## src/rtl/thread_stall_tracker_pkg.sv

```systemverilog
// Shared types for the thread stall tracker.
// Thread ids, fill tags and per-thread stall states.
package thread_stall_tracker_pkg;

  localparam int n_threads     = 8;
  localparam int THREAD_W      = $clog2(n_threads);
  localparam int FILL_ID_W_DEF = 3;
  localparam int NWAIT_W       = $clog2(n_threads + 1);

  typedef logic [THREAD_W-1:0]      threadid_t;
  typedef logic [FILL_ID_W_DEF-1:0] fillid_t;

  typedef enum logic [1:0] {
    ST_RUN,
    ST_WAIT_FILL,
    ST_WAKE
  } stall_state_t;

endpackage

```

## src/rtl/thread_stall_tracker_if.sv

```systemverilog
// Miss / fill / exception bus into the tracker.
// master: miss_*, fill_*, exc_* out; stalled, n_waiting, proto_err in.
interface thread_stall_tracker_if
  import thread_stall_tracker_pkg::*;
#(
  parameter int FILL_ID_W = FILL_ID_W_DEF
) ();

  logic                 miss_en;
  threadid_t            miss_thread;
  logic [FILL_ID_W-1:0] miss_id;
  logic                 fill_en;
  logic [FILL_ID_W-1:0] fill_id;
  logic                 exc_en;
  threadid_t            exc_thread;
  logic                 stalled [n_threads-1:0];
  logic [NWAIT_W-1:0]   n_waiting;
  logic                 proto_err;

  modport master (
    output miss_en, miss_thread, miss_id,
    output fill_en, fill_id,
    output exc_en, exc_thread,
    input  stalled, n_waiting, proto_err
  );

  modport slave (
    input  miss_en, miss_thread, miss_id,
    input  fill_en, fill_id,
    input  exc_en, exc_thread,
    output stalled, n_waiting, proto_err
  );

endinterface

```

## src/rtl/thread_stall_tracker_slot.sv

```systemverilog
// One thread's stall FSM: RUN / WAIT_FILL / WAKE, fill tag, wake counter.
// Ports: clk, rst, sel_miss, sel_exc, fill_en, fill_id, miss_id -> state, bad_miss.
module thread_stall_slot
  import thread_stall_tracker_pkg::*;
#(
  parameter int FILL_ID_W  = FILL_ID_W_DEF,
  parameter int WAKE_DELAY = 2
) (
  input  logic                 clk,
  input  logic                 rst,
  input  logic                 sel_miss,
  input  logic                 sel_exc,
  input  logic                 fill_en,
  input  logic [FILL_ID_W-1:0] fill_id,
  input  logic [FILL_ID_W-1:0] miss_id,
  output stall_state_t         state,
  output logic                 bad_miss
);

  localparam int CNT_W =
    (WAKE_DELAY > 1) ? $clog2(WAKE_DELAY + 1) : 1;
  localparam logic [CNT_W-1:0] CNT_INIT = CNT_W'(WAKE_DELAY);
  // Zero delay skips the WAKE phase entirely.
  localparam stall_state_t ST_FILLED =
    (WAKE_DELAY > 0) ? ST_WAKE : ST_RUN;

  stall_state_t         r_state;
  stall_state_t         w_state_nxt;
  logic [FILL_ID_W-1:0] r_tag;
  logic [FILL_ID_W-1:0] w_tag_nxt;
  logic [CNT_W-1:0]     r_cnt;
  logic [CNT_W-1:0]     w_cnt_nxt;
  logic                 w_fill_hit;

  assign w_fill_hit = fill_en && (fill_id == r_tag);

  always_ff @(posedge clk) begin
    if (rst) begin
      r_state <= ST_RUN;
      r_tag   <= '0;
      r_cnt   <= '0;
    end else begin
      r_state <= w_state_nxt;
      r_tag   <= w_tag_nxt;
      r_cnt   <= w_cnt_nxt;
    end
  end

  always_comb begin
    w_state_nxt = r_state;
    w_tag_nxt   = r_tag;
    w_cnt_nxt   = r_cnt;
    bad_miss    = 1'b0;
    if (sel_exc) begin
      // Redirect wins over any miss or fill on this thread.
      w_state_nxt = ST_RUN;
      w_cnt_nxt   = '0;
    end else begin
      unique case (r_state)
        ST_RUN: begin
          if (sel_miss) begin
            w_state_nxt = ST_WAIT_FILL;
            w_tag_nxt   = miss_id;
          end
        end
        ST_WAIT_FILL: begin
          bad_miss = sel_miss;
          if (w_fill_hit) begin
            w_state_nxt = ST_FILLED;
            w_cnt_nxt   = CNT_INIT;
          end
        end
        ST_WAKE: begin
          bad_miss = sel_miss;
          if (r_cnt <= CNT_W'(1)) begin
            w_state_nxt = ST_RUN;
            w_cnt_nxt   = '0;
          end else begin
            w_cnt_nxt = r_cnt - CNT_W'(1);
          end
        end
        default: w_state_nxt = ST_RUN;
      endcase
    end
  end

  assign state = r_state;

endmodule

```

## src/rtl/thread_stall_tracker.sv

```systemverilog
// Per-thread stall tracker feeding the scheduler's stalled mask.
// Ports: clk, rst, bus (slave): miss/fill/exc in; stalled, n_waiting, proto_err out.
module thread_stall_tracker
  import thread_stall_tracker_pkg::*;
#(
  parameter int FILL_ID_W  = FILL_ID_W_DEF,
  parameter int WAKE_DELAY = 2
) (
  input  logic                  clk,
  input  logic                  rst,
  thread_stall_tracker_if.slave bus
);

  stall_state_t         w_state [n_threads];
  logic [n_threads-1:0] w_sel_miss;
  logic [n_threads-1:0] w_sel_exc;
  logic [n_threads-1:0] w_bad_miss;
  logic [NWAIT_W-1:0]   w_n_waiting;
  logic                 r_proto_err;

  always_comb begin
    w_sel_miss = '0;
    w_sel_exc  = '0;
    w_sel_miss[bus.miss_thread] = bus.miss_en;
    w_sel_exc[bus.exc_thread]   = bus.exc_en;
  end

  for (genvar g = 0; g < n_threads; g++) begin : g_slot
    thread_stall_slot #(
      .FILL_ID_W  (FILL_ID_W),
      .WAKE_DELAY (WAKE_DELAY)
    ) u_slot (
      .clk      (clk),
      .rst      (rst),
      .sel_miss (w_sel_miss[g]),
      .sel_exc  (w_sel_exc[g]),
      .fill_en  (bus.fill_en),
      .fill_id  (bus.fill_id),
      .miss_id  (bus.miss_id),
      .state    (w_state[g]),
      .bad_miss (w_bad_miss[g])
    );
    assign bus.stalled[g] = (w_state[g] != ST_RUN);
  end

  always_comb begin
    w_n_waiting = '0;
    for (int i = 0; i < n_threads; i++) begin
      if (w_state[i] == ST_WAIT_FILL)
        w_n_waiting = w_n_waiting + NWAIT_W'(1);
    end
  end

  always_ff @(posedge clk) begin
    if (rst)
      r_proto_err <= 1'b0;
    else if (|w_bad_miss)
      r_proto_err <= 1'b1;
  end

  assign bus.n_waiting = w_n_waiting;
  assign bus.proto_err = r_proto_err;

endmodule

```

## src/flat_wrapper.sv

```systemverilog
// flat-port wrapper written by rule: the top's interface ports become plain ports
module thread_stall_tracker_flat import thread_stall_tracker_pkg::*;
#(
  parameter int FILL_ID_W  = FILL_ID_W_DEF,
  parameter int WAKE_DELAY = 2
)
  (clk, rst, bus_miss_en, bus_miss_thread, bus_miss_id, bus_fill_en, bus_fill_id, bus_exc_en, bus_exc_thread, bus_stalled, bus_n_waiting, bus_proto_err);
  thread_stall_tracker_if #(.FILL_ID_W(FILL_ID_W)) bus_i ();
  input  logic clk;
  input  logic rst;
  input wire logic [$bits(bus_i.miss_en)-1:0] bus_miss_en;
  input wire logic [$bits(bus_i.miss_thread)-1:0] bus_miss_thread;
  input wire logic [$bits(bus_i.miss_id)-1:0] bus_miss_id;
  input wire logic [$bits(bus_i.fill_en)-1:0] bus_fill_en;
  input wire logic [$bits(bus_i.fill_id)-1:0] bus_fill_id;
  input wire logic [$bits(bus_i.exc_en)-1:0] bus_exc_en;
  input wire logic [$bits(bus_i.exc_thread)-1:0] bus_exc_thread;
  output wire logic [$bits(bus_i.stalled)-1:0] bus_stalled;
  output wire logic [$bits(bus_i.n_waiting)-1:0] bus_n_waiting;
  output wire logic [$bits(bus_i.proto_err)-1:0] bus_proto_err;
  assign bus_i.miss_en = bus_miss_en;
  assign bus_i.miss_thread = bus_miss_thread;
  assign bus_i.miss_id = bus_miss_id;
  assign bus_i.fill_en = bus_fill_en;
  assign bus_i.fill_id = bus_fill_id;
  assign bus_i.exc_en = bus_exc_en;
  assign bus_i.exc_thread = bus_exc_thread;
  assign bus_stalled = {>>{bus_i.stalled}};
  assign bus_n_waiting = bus_i.n_waiting;
  assign bus_proto_err = bus_i.proto_err;
  thread_stall_tracker #(.FILL_ID_W(FILL_ID_W), .WAKE_DELAY(WAKE_DELAY)) u_core (.clk(clk), .rst(rst), .bus(bus_i));
endmodule
```

## config.mk

```make
export PLATFORM = sky130hd
export DESIGN_NAME = thread_stall_tracker_flat
export DESIGN_NICKNAME = d
export VERILOG_FILES = /design/src/rtl/thread_stall_tracker_pkg.sv /design/src/rtl/thread_stall_tracker_if.sv /design/src/rtl/thread_stall_tracker_slot.sv /design/src/rtl/thread_stall_tracker.sv /design/src/flat_wrapper.sv
export SDC_FILE = /design/constraint.sdc
export NUM_CORES = 1
export LEC_CHECK = 0
export CORE_MARGIN = 5
export CORE_UTILIZATION = 60
export CTS_CLUSTER_SIZE = 28
export DETAILED_ROUTE_END_ITERATION = 10
export PLACE_DENSITY = 0.84
export SLEW_MARGIN = 30
export SYNTH_ARGS = -nofsm -noshare
export SYNTH_HDL_FRONTEND = slang
export SYNTH_HIERARCHICAL = 1
export SYNTH_SLANG_ARGS = --single-unit
```

## constraint.sdc

```tcl
create_clock -name clk -period 5.2 [get_ports clk]
set_clock_uncertainty 0.05 [all_clocks]
set_input_delay 0.52 -clock clk [delete_from_list [all_inputs] [get_ports clk]]
set_output_delay 0.52 -clock clk [all_outputs]
set_load 0.01 [all_outputs]
```

After elaboration in Yosys (flattened, before gate mapping)
Index checks and enable logic that the tools add are counted.

word-level totals
  bits in registers = 57
  bits of input ports = 17

cells by class
  add/sub/neg operators = 15
  order comparisons = 12
  equal/unequal tests = 48
  multiplexer cells = 76
  bitwise operators = 10
  reduce and logical (&&, ||, !) cells = 75

operators with widths
  operator               count
  $mux W2                32
  $pmux W2 S3            8
  $reduce_and A3 Y1      16
  $ne A2 B2 Y1 const B   16
  $pmux W2 S2            8
  $reduce_bool A2 Y1     16
  $reduce_or A2 Y1       16
  $mux W4                7
  $add A4 B1 Y4 const B  6
  $eq A3 B3 Y1           8
  $mux W1                19
  $and A8 B8 Y8          2
  $eq A2 B1 Y1 const B   8
  $eq A2 B2 Y1 const B   8
  $le A2 B1 Y1 const B   8
  $logic_not A2 Y1       8
  $ne A2 B1 Y1 const B   8
  $reduce_and A2 Y1      8
  $sub A2 B1 Y2 const B  8
  $logic_and A1 B1 Y1    10
  $lt A3 B4 Y1 const B   2
  $not A1 Y1             8
  $reduce_or A8 Y1       1
  $demux W1 S3           2
  2 further kinds        3

Longest topological paths before layout
Gate-level depths: netlist (run 1).

  depth in word-level cells = 16
  depth in mapped cells = 18
  mapped depth without buffers = 18

By module
Netlist (run 1), hierarchy kept.

modules (own cells, without submodules)
  module                times used  cells an instance  area each (um^2)
  thread_stall_slot     8           48                 434.2
  thread_stall_tracker  1           122                853.3

Worst setup path after synthesis (run 1)
Ideal clock, no wire load.

  path kind = register to output
  start point = register u_core.g_slot[1].u_slot.r_state[1]
  end point = output port bus_n_waiting[1]
  data arrival time = 3.456 ns
  data required time = 4.630 ns
  setup slack = 1.174 ns
  stages on the path, launching flop included = 15
  path through = dfxtp_1 > nand2b_1 > inv_1 > ha_1 > buf_2 > xnor3_2 > inv_1 > ha_1 > xnor2_1 > nor2_1 > or3_4 > ha_1 > mux2_4 > ha_1 > mux2_2

between the ends
  word-level cells in the longest chain between the ends = 14

ends and longest elaborated chain
  what                    RTL line                         text
  from (decl)             thread_stall_tracker_slot.sv:27  stall_state_t r_state;
  from (signal assigned)  thread_stall_tracker_slot.sv:43  r_state <= w_state_nxt;
  $eq A2 B1 Y1 *          thread_stall_tracker.sv:49       if (w_state[i] == ST_WAIT_FILL)
  $mux W4 *               thread_stall_tracker.sv:49
  $add A4 B1 Y4           thread_stall_tracker.sv:50       w_n_waiting = w_n_waiting + NWAIT_W'(1);
  $mux W4 *               thread_stall_tracker.sv:49
  $add A4 B1 Y4           thread_stall_tracker.sv:50
  $mux W4 *               thread_stall_tracker.sv:49
  $add A4 B1 Y4           thread_stall_tracker.sv:50
  $mux W4 *               thread_stall_tracker.sv:49
  $add A4 B1 Y4           thread_stall_tracker.sv:50
  $mux W4 *               thread_stall_tracker.sv:49
  $add A4 B1 Y4           thread_stall_tracker.sv:50
  $mux W4 *               thread_stall_tracker.sv:49
  $add A4 B1 Y4           thread_stall_tracker.sv:50
  $mux W4 *               thread_stall_tracker.sv:49
  to (decl)               flat_wrapper.sv:19               output wire logic [$bits(bus_i.n_waiting)-1:0] bus_n_waiting;

Mark *: on every way between the ends. The rest lies on a longest branch, timed or not.

Worst setup path in the final report (run 1)
Ends and elaborated chain as after synthesis.

==> results of run 1 <==
## synth_stat cells, types with 9 or more instances
cell       n
a21oi_2    9
nand2b_1  18
nand3_1   21
dfxtp_1   57
o31ai_1    9
mux2i_1   24
inv_1     38
o21ai_0   25
xnor2_1   10
xor2_1    26
or2_2     16
nand2_1   34
ha_1      46
nand3b_1  10
a21oi_1   18
nor2_1    48
## critical path, delay by kind of cell, from the launching register on
family | cells | cell delay, ns
AND/OR/NAND/NOR | 5 | 0.91
buffers and inverters | 2 | 0.59
adder cells (fa/ha/maj) | 4 | 1.21
flip-flops | 1 | 0.34
multiplexers | 2 | 0.55
XOR/XNOR | 1 | 0.15
AO/OA/AOI/OAI | 1 | 0.22
## registers in the layout (all words and copies together) (netlist names)
name                        cells
u_core/g_slot.u_slot/r_cnt     16
u_core/bus.proto_err            1
u_core/g_slot.u_slot/state     16
u_core/g_slot.u_slot/r_tag     24
## cells in the final DEF (no fill, tap or decap), types with 18 or more instances in the layout
cell type        Yosys  final
dfxtp_1             57     56
xor2_1              26     26
clkdlybuf4s50_1      0     28
a21oi_1             18     18
mux2i_1             24     24
ha_1                46     45
nand3_1             21     21
nand2_1             34     34
nor2_1              48     48
inv_1               38     38
o21ai_0             25     25
## per-layer routing
| metal | vias up | GRT usage [%] | share of wire, % |
|---|---|---|---|
| met3 | 27 | 3.11 | 3.6 |
| li1 | 1876 | - | - |
| met4 | 0 | 11.5 | 2.7 |
| met1 | 1795 | 28.0 | 44 |
| met5 | - | 0 | 0 |
| met2 | 82 | 41.0 | 49 |
## metrics by stage
step,std cells,hold slack (ns)
floorplan,506,0.407
global placement,633,0.413
detailed placement,633,0.425
CTS,649,0.433
global route,649,0.452
finish,649,0.433
## final timing paths
path | depth (start not counted) | startpoint | end | slack [ns]
max | 15 | u_core/g_slot[1].u_slot/state[1]$_SDFFE_PP0P_ | bus_n_waiting[1] | 0.30
min | 2 | u_core/g_slot[7].u_slot/r_cnt[0]$_SDFFE_PP0P_ | u_core/g_slot[7].u_slot/r_cnt[0]$_SDFFE_PP0P_ | 0.43
max reg2reg | 6 | u_core/g_slot[2].u_slot/state[0]$_SDFFE_PP0P_ | u_core/g_slot[2].u_slot/r_cnt[0]$_SDFFE_PP0P_ | 3.16
min reg2reg | 2 | u_core/g_slot[7].u_slot/r_cnt[0]$_SDFFE_PP0P_ | u_core/g_slot[7].u_slot/r_cnt[0]$_SDFFE_PP0P_ | 0.43
## power by group
group / total (W) / leakage (nW) / switching, W / internal [W]
clock network: 0.000399 / 0.102 / 0.000175 / 0.000224
registers: 0.000523 / 0.462 / 0.0000436 / 0.000480
logic: 0.000812 / 1.57 / 0.000420 / 0.000392
## cells by family (layout without fill, tap and decap cells)
logic type,Yosys count,after routing
xor gates and xnor gates,37,37
muxes,26,26
adders and majority gates,46,46
buffers and inverters,40,84
AOI/OAI and AO/OA,114,114
DFF,57,57
and+or+nand+nor,186,186
## layout make-up
type / instances / area, sq um / area share (%)
Clock inverter: 2 / 10.0 / 0.203
Sequential cell: 57 / 1140 / 23.1
Multi-Input combinational cell: 409 / 3040 / 61.5
Inverter: 38 / 143 / 2.89
Clock buffer: 14 / 183 / 3.70
Timing Repair Buffer: 30 / 300 / 6.08
Tap cell: 99 / 124 / 2.51
## what timing repair did
| action | CTS | global route |
|---|---|---|
| resized for setup | 1 | 3 |
| endpoints found under the setup margin | 1 | 3 |
| endpoints found under the hold margin | 0 | 0 |
| pin swaps | 0 | 2 |
==> flow_metrics.env, run 1 <==
export IMPL_startpoint_type="flop"
export IMPL_cts_post_setup_buffers_inserted=0
export IMPL_dpl_hpwl_um=7480
export IMPL_row_count=31
export IMPL_period_needed_ns=4.90
export IMPL_synth_seq_cells=57
export IMPL_finalWirelength_um=9850
export IMPL_num_vias=3780
export IMPL_yosys_warnings=6
export IMPL_status="finished clean"
export IMPL_cpMaxStageDelayCell="clkdlybuf4s50_1"
export IMPL_period_share_pct=94.3
export IMPL_core_sq_mm=0.00714
export IMPL_nets=608
export IMPL_synth_largest_area_cell="dfxtp_1"
export IMPL_htreeDepth=3
export IMPL_utilization_pct=69.2
export IMPL_power_leakage_nw=2.14
export IMPL_hold_path_class="flop to flop"
export IMPL_grt_overflow=0
export IMPL_clock_latency_ns=0.34
export IMPL_drt_first_pass_iters=4
export IMPL_critical_path_class="flop to output pin"
export IMPL_cts_sinks=57
export IMPL_syn_num_nets=569
export IMPL_synth_top_family_by_area="simple AND/OR/NAND/NOR gates"
export IMPL_maxSlewViolCount=0
export IMPL_ant_nets=0
export IMPL_synth_top_area_share_pct=26.4
export IMPL_fin_tns_setup_ns=0
export IMPL_drt_iter0_drc=216
export IMPL_synth_edf_count=0
export IMPL_finalInstanceArea_sq_mm=0.00494
export IMPL_cp_max_fo=9
export IMPL_clk_pin_slew_ns=0.07
export IMPL_pwr_density_cell_mw_per_mm2=351
export IMPL_ir_drop_v=0.000218
export IMPL_worstMarginPinSlew_ns=0.713
export IMPL_ys_types=53
export IMPL_rsz0062_at_grt="no"
export IMPL_drv_cap=0
export IMPL_place_gp_congestion=0.856
export IMPL_async_flop_share_pct=0
export IMPL_cp_cell_sequence="nand2b_2 -> inv_1 -> ha_2 -> and3_1 -> a32oi_1 -> nand2_1 -> ha_1 -> xnor2_1 -> nor2_1 -> or3_4 -> ha_1 -> mux2_4 -> ha_1 -> mux2_2 -> clkdlybuf4s50_1"
export IMPL_die_area_sq_mm=0.00901
export IMPL_post_drt_wl_per_cell_um=15.2
export IMPL_area_growth_pct=14.2
export IMPL_ios=30
export IMPL_synthMuxAreaShare_pct=6.16
export IMPL_worstPathArrival_ns=4.33
export IMPL_synthAdderAreaFrac_pct=13.3
export IMPL_grt_pass1_wl_um=16700
export IMPL_grt_max_degree=42
export IMPL_critPathMaxStageDelay_ns=0.48
export IMPL_synthesis_area_sq_mm=0.00433
export IMPL_antenna_cells_inserted=0
export IMPL_synth_area_top_cells="dfxtp_1, ha_1, mux2i_1"
export IMPL_cts_made_buffers=9
export IMPL_root_buffer="clkbuf_8"
export IMPL_end_kind="output pin"
export IMPL_synth_avg_cell_area_sq_um=8.55
export IMPL_final_hold_violation_count=0
export IMPL_portBuffers=29
export IMPL_ctsHoldBuffers=0
export IMPL_synth_compound_area_share_pct=20.0
export IMPL_setup_viol=0
export IMPL_fillers=585
export IMPL_grt_usage_pct=23.4
export IMPL_dp_slack_ns=0.363
export IMPL_synth_xor_area_share_pct=7.84
export IMPL_drc_errors=0
export IMPL_drive_above_1_share_pct=11.1
export IMPL_slew_headroom_pct=52.4
export IMPL_grt_pass1_vias=3734
export IMPL_ctsLongestPathBuffers=2
export IMPL_setup_slack_ns=0.298
export IMPL_required_ns=4.63
export IMPL_synth_flop_cell="dfxtp_1"
export IMPL_die_w_um=94.9
export IMPL_fmax_mhz=204
export IMPL_yosysSeqAreaShare_pct=26.4
export IMPL_antenna_found_initial=0
export IMPL_cts_tree="done"
export IMPL_viasPerCell=5.82
export IMPL_cpMostUsedCell="ha_1"
export IMPL_die_h_um=94.9
export IMPL_placed_area_sq_mm=0.00474
export IMPL_initial_core_util_pct=60.6
export IMPL_synth_simple_area_share_pct=22.8
export IMPL_synthCells=506
export IMPL_total_power_w=0.00173
No activity file was read; power rests on OpenSTA's default activity.
==> inputs of run 2 (changes only) <==
==> constraint.sdc (replaced) <==
create_clock -name clk -period 5.2 [get_ports clk]
set_clock_uncertainty 0.05 [all_clocks]
set_input_delay 1.04 -clock clk [delete_from_list [all_inputs] [get_ports clk]]
set_output_delay 1.04 -clock clk [all_outputs]
set_load 0.01 [all_outputs]
==> flow_metrics.env, run 2 (synthesized netlist as in run 1, its figures left out) <==
export IMPL_viasPerCell=5.92
export IMPL_layout_common_cells="dfxtp_1, nor2_1, ha_1"
export IMPL_drt_iter0_drc=235
export IMPL_row_count=31
export IMPL_clock_latency_ns=0.33
export IMPL_cts_tree="done"
export IMPL_htreeDepth=3
export IMPL_die_w_um=94.9
export IMPL_cts_sinks=57
export IMPL_ios=30
export IMPL_antenna_found_initial=0
export IMPL_place_gp_congestion=0.867
export IMPL_final_hold_violation_count=0
export IMPL_regMostFlops="u_core/g_slot.u_slot/r_tag"
export IMPL_grt_pass1_wl_um=16900
export IMPL_slew_headroom_pct=57.8
export IMPL_hold_path_class="flop to flop"
export IMPL_grt_pass1_vias=3720
export IMPL_nets=615
export IMPL_grt_max_degree=42
export IMPL_root_buffer="clkbuf_8"
export IMPL_grt_usage_pct=23.7
export IMPL_status="finished clean"
export IMPL_post_drt_wl_per_cell_um=15.7
export IMPL_antenna_cells_inserted=0
export IMPL_rsz0062_at_grt="no"
export IMPL_end_kind="output pin"
export IMPL_largest_reg_flops=24
export IMPL_die_area_sq_mm=0.00901
export IMPL_cts_made_buffers=9
export IMPL_core_sq_mm=0.00714
export IMPL_drc_errors=0
export IMPL_drive_above_1_share_pct=14.4
export IMPL_critical_path_class="flop to output pin"
export IMPL_reg2reg_depth=6
export IMPL_highest_layer="met4"
export IMPL_wl_met2_um=5160
export IMPL_cp_max_fo=6
export IMPL_pwr_density_cell_mw_per_mm2=358
export IMPL_setup_viol=0
export IMPL_fin_tns_setup_ns=0
export IMPL_dpl_hpwl_um=7520
export IMPL_die_h_um=94.9
export IMPL_required_ns=4.11
export IMPL_power_leakage_nw=2.15
export IMPL_clk_pin_slew_ns=0.06
export IMPL_period_needed_ns=4.96
export IMPL_setup_slack_ns=0.238
export IMPL_ir_drop_v=0.000204
export IMPL_ctsHoldBuffers=0
export IMPL_worstMarginPinSlew_ns=0.632
export IMPL_wl_met3_um=428
export IMPL_wl_met1_um=4480
export IMPL_maxSlewViolCount=0
export IMPL_startpoint_type="flop"
export IMPL_grt_overflow=0
export IMPL_initial_core_util_pct=60.6
export IMPL_fmax_mhz=202
export IMPL_worstPathArrival_ns=3.87
export IMPL_final_common_cell="dfxtp_1"
export IMPL_dp_slack_ns=0.00383
export IMPL_ant_nets=0
export IMPL_whs_path_depth=2
export IMPL_portBuffers=29
export IMPL_area_growth_pct=16.4
export IMPL_period_share_pct=95.4
export IMPL_ctsLongestPathBuffers=2
export IMPL_drv_cap=0
export IMPL_drt_first_pass_iters=5
export IMPL_finalWirelength_um=10200
export IMPL_num_vias=3868
==> run 2: per-stage QoR <==
step	hold WS, ns	instance area, sq um	instances	total power (W)	utilization [%]
floorplan	0.407	4330	506	0.00110	-
detailed placement	0.422	4760	636	0.00136	66.7
CTS	0.430	4970	651	0.00175	69.7
global route	0.452	5040	653	0.00193	70.6
global placement	0.413	4760	636	0.00133	66.7
finish	0.428	5040	653	0.00180	70.6
==> run 2: path summary, 6_finish.rpt <==
path                                                                    start                                       endpoint  slack [ns]
worst max-delay path            u_core/g_slot[0].u_slot/state[0]$_SDFFE_PP0P_                               bus_n_waiting[1]        0.24
worst min-delay path            u_core/g_slot[7].u_slot/r_cnt[0]$_SDFFE_PP0P_  u_core/g_slot[7].u_slot/r_cnt[0]$_SDFFE_PP0P_        0.43
worst max register to register  u_core/g_slot[2].u_slot/state[0]$_SDFFE_PP0P_  u_core/g_slot[2].u_slot/r_cnt[0]$_SDFFE_PP0P_        3.19
worst min register to register  u_core/g_slot[7].u_slot/r_cnt[0]$_SDFFE_PP0P_  u_core/g_slot[7].u_slot/r_cnt[0]$_SDFFE_PP0P_        0.43
==> run 2: where the power goes <==
part / switching (W) / internal, W / total [W]
Sequential: 0.0000431 / 0.000481 / 0.000524
Combinational: 0.000461 / 0.000447 / 0.000908
Clock: 0.000165 / 0.000204 / 0.000370
==> run 2: area by class of cell <==
cell class	count	area, sq um
Multi-Input combinational cell	409	3110
Fill cell	573	2100
Sequential cell	57	1150
Timing Repair Buffer	37	343
Clock buffer	13	169
Inverter	38	143
Tap cell	99	124
==> run 2: routing by layer <==
layer  GRT usage [%]  vias to the layer above
met3            4.22                       20
met1            28.5                     1855
met2            42.2                      103
met5               0                        -
li1                -                     1890
met4            8.41                        0
==> run 2: critical path, stage by stage (launching register included) <==
cell           delay (ns)
dfxtp_4              0.36
nor2b_4              0.15
inv_2                0.07
ha_2                 0.18
nand3b_1             0.09
and3_1               0.20
a32oi_2              0.20
nand2_2              0.11
ha_4                 0.28
xnor2_2              0.10
nor2_2               0.07
or3_4                0.33
ha_1                 0.30
mux2_4               0.28
ha_1                 0.29
mux2_2               0.26
dlygate4sd2_1        0.28
==> run 2: what timing repair did <==
action | in CTS | in global routing
buffers inserted | 2 | 2
pin swaps | 1 | 8
setup endpoints to repair | 3 | 3
gates resized for setup | 11 | 13
==> inputs of run 3 (changes only) <==
--- a/config.mk
+++ b/config.mk
@@ -9,6 +9,7 @@
 export CORE_UTILIZATION = 60
 export CTS_CLUSTER_SIZE = 28
 export DETAILED_ROUTE_END_ITERATION = 10
+export GPL_ROUTABILITY_DRIVEN = 1
 export PLACE_DENSITY = 0.84
 export SLEW_MARGIN = 30
 export SYNTH_ARGS = -nofsm -noshare
==> results of run 3 <==
The final DEF is identical to that of run 2; final timing and power are the same.
==> RTL edit (flow settings as in run 1) <==
Make the reset (`rst`) asynchronous in 2 clocked blocks.
--- a/src/rtl/thread_stall_tracker_slot.sv
+++ b/src/rtl/thread_stall_tracker_slot.sv
@@ -34,7 +34,7 @@
 
   assign w_fill_hit = fill_en && (fill_id == r_tag);
 
-  always_ff @(posedge clk) begin
+  always_ff @(posedge clk or posedge rst) begin
     if (rst) begin
       r_state <= ST_RUN;
       r_tag   <= '0;
--- a/src/rtl/thread_stall_tracker.sv
+++ b/src/rtl/thread_stall_tracker.sv
@@ -51,7 +51,7 @@
     end
   end
 
-  always_ff @(posedge clk) begin
+  always_ff @(posedge clk or posedge rst) begin
     if (rst)
       r_proto_err <= 1'b0;
     else if (|w_bad_miss)
Check against the original RTL: differs if rst is asserted again (counterexample within 4 cycles, from zero or initial values and one cycle with rst high); with rst held inactive, the same outputs for 4 cycles.
==> RTL edit against run 1 <==
- combinational power increased by 39%
- area after synthesis up 1.4%
- fmax increased by 2.4%
- non-clock buffer count unchanged
- critical path depth fell by 1
- sequential cell count is the same
- final area increased by 2.5%
- worst setup slack better by 120 ps
- power is 37% higher
- wire length grew 6.2%
- count of clock-buffer cells in the layout is 3 lower
- register-to-register slack gained 170 ps
- die area up 1.2%
- largest cell class unchanged
- largest power group unchanged
==> RTL edit: results (changes against run 1) <==
Layout Nets=556 (-8.6%); Hold Path Depth=1 (-1); layout cells sized above 1=0.126 (+0.0156); Critical Path AT=4220 ps (-110 ps); drt first pass iters=7 (+3); postcts setup bufs=1 (+1); Place WS=376 ps (+13.4 ps); worst-margin pin slew=868 ps (+155 ps); first-pass GRT wire length=17.3 mm (+3.5%); hpwl dp=7.74 mm (+3.4%); hold slack=476 ps (+43.1 ps); vias in the first global route=3670 (-1.7%); Post-Route WL=10.5 mm (+6.2%); top post-synthesis cells by area=dfrtp_1 (33%), ha_1 (11%), mux2_2 (6.4%); FF-to-FF End=u_core/bus.proto_err; 1st-iter DRT viols=181 (-16%); P_comb=1.13 mW (+39%); sequential share of the synthesized area=0.325 (+0.0615); Synth Area in XOR/XNOR=0.0753 (-0.00305); cell internal pwr=1.49 mW (+36%); largest net degree at the start of global routing=11 (-74%); status=finished clean; worst vdd ir=0.235 mV (+7.4%); Vias=3590 (-5.0%); Slowest-stage cell, CP=dfrtp_1; Crit path largest cell delay=420 ps (-60 ps); post-synthesis cell type count=51 (-3.8%); most instantiated cells after synthesis=dfrtp_1 (57), inv_1 (53), ha_1 (38); Mapped Nets=517 (-9.1%); WHS Endpoint=u_core/g_slot[1].u_slot/r_tag[0]; Seq pwr share=0.306 (+0.004); filler cell count=532 (-9.1%); routability congestion estimate=0.849 (-0.74%); Final WS setup=415 ps (+116 ps); Synth Area in Adders=0.108 (-0.0246); R2R depth=5 (-1); GRT Total Usage=0.251 (+0.0166)
-- RTL edit: cell types whose count changed after synthesis, moves of 9 or more --
cell and delta:
nand2b_1 +9, a211oi_1 +9, a21oi_2 -9, dfxtp_1 -57, nand3_1 -17, inv_1 +15, nor2_1 -20, mux2_2 +24
nor3b_1 +24, nand2_1 -17, mux2i_1 -15, o21ai_0 -16, nor4_1 +9, dfrtp_1 +57
-- RTL edit: metrics by stage --
step	cell area, sq um	util
global route	5070	0.706
global placement	4790	0.668
detailed placement	4790	0.668
CTS	5050	0.704
floorplan	4390	-
finish	5070	0.706
-- RTL edit: per-layer routing --
layer	track usage	vias up	part of all wire	wire length, um
met5	0	-	0	0
met1	0.302	1750	0.41	4340
li1	-	1710	-	-
met2	0.429	109	0.51	5370
met3	0.0552	21	0.047	489
met4	0.113	0	0.025	264
-- RTL edit: final cells by class --
class | count | area share
inverters | 55 | 0.0408
flip-flops and latches | 57 | 0.282
clock inverters | 5 | 0.0203
multi-input cells | 348 | 0.545
repair buffers | 30 | 0.0603
clock buffers | 11 | 0.0279
well taps | 99 | 0.0245
-- RTL edit: worst max-delay path by stage --
stage,startpoint,endpoint
detailed placement,u_core/g_slot[1].u_slot/state[1],bus_n_waiting[3]
CTS,u_core/g_slot[1].u_slot/state[1],bus_n_waiting[3]
global route,u_core/g_slot[1].u_slot/state[1],bus_n_waiting[3]
floorplan,u_core/g_slot[1].u_slot/state[1],bus_n_waiting[3]
global placement,u_core/g_slot[1].u_slot/state[1],bus_n_waiting[3]
finish,u_core/g_slot[1].u_slot/state[1],bus_n_waiting[1]
-- RTL edit: worst max-delay path: cells and delay by family, from the launching register on --
kind	cells	cell delay (ps)
fa+ha+maj	4	1240
buf+inv	2	270
flops	1	420
mux	2	540
simple gates	6	1400
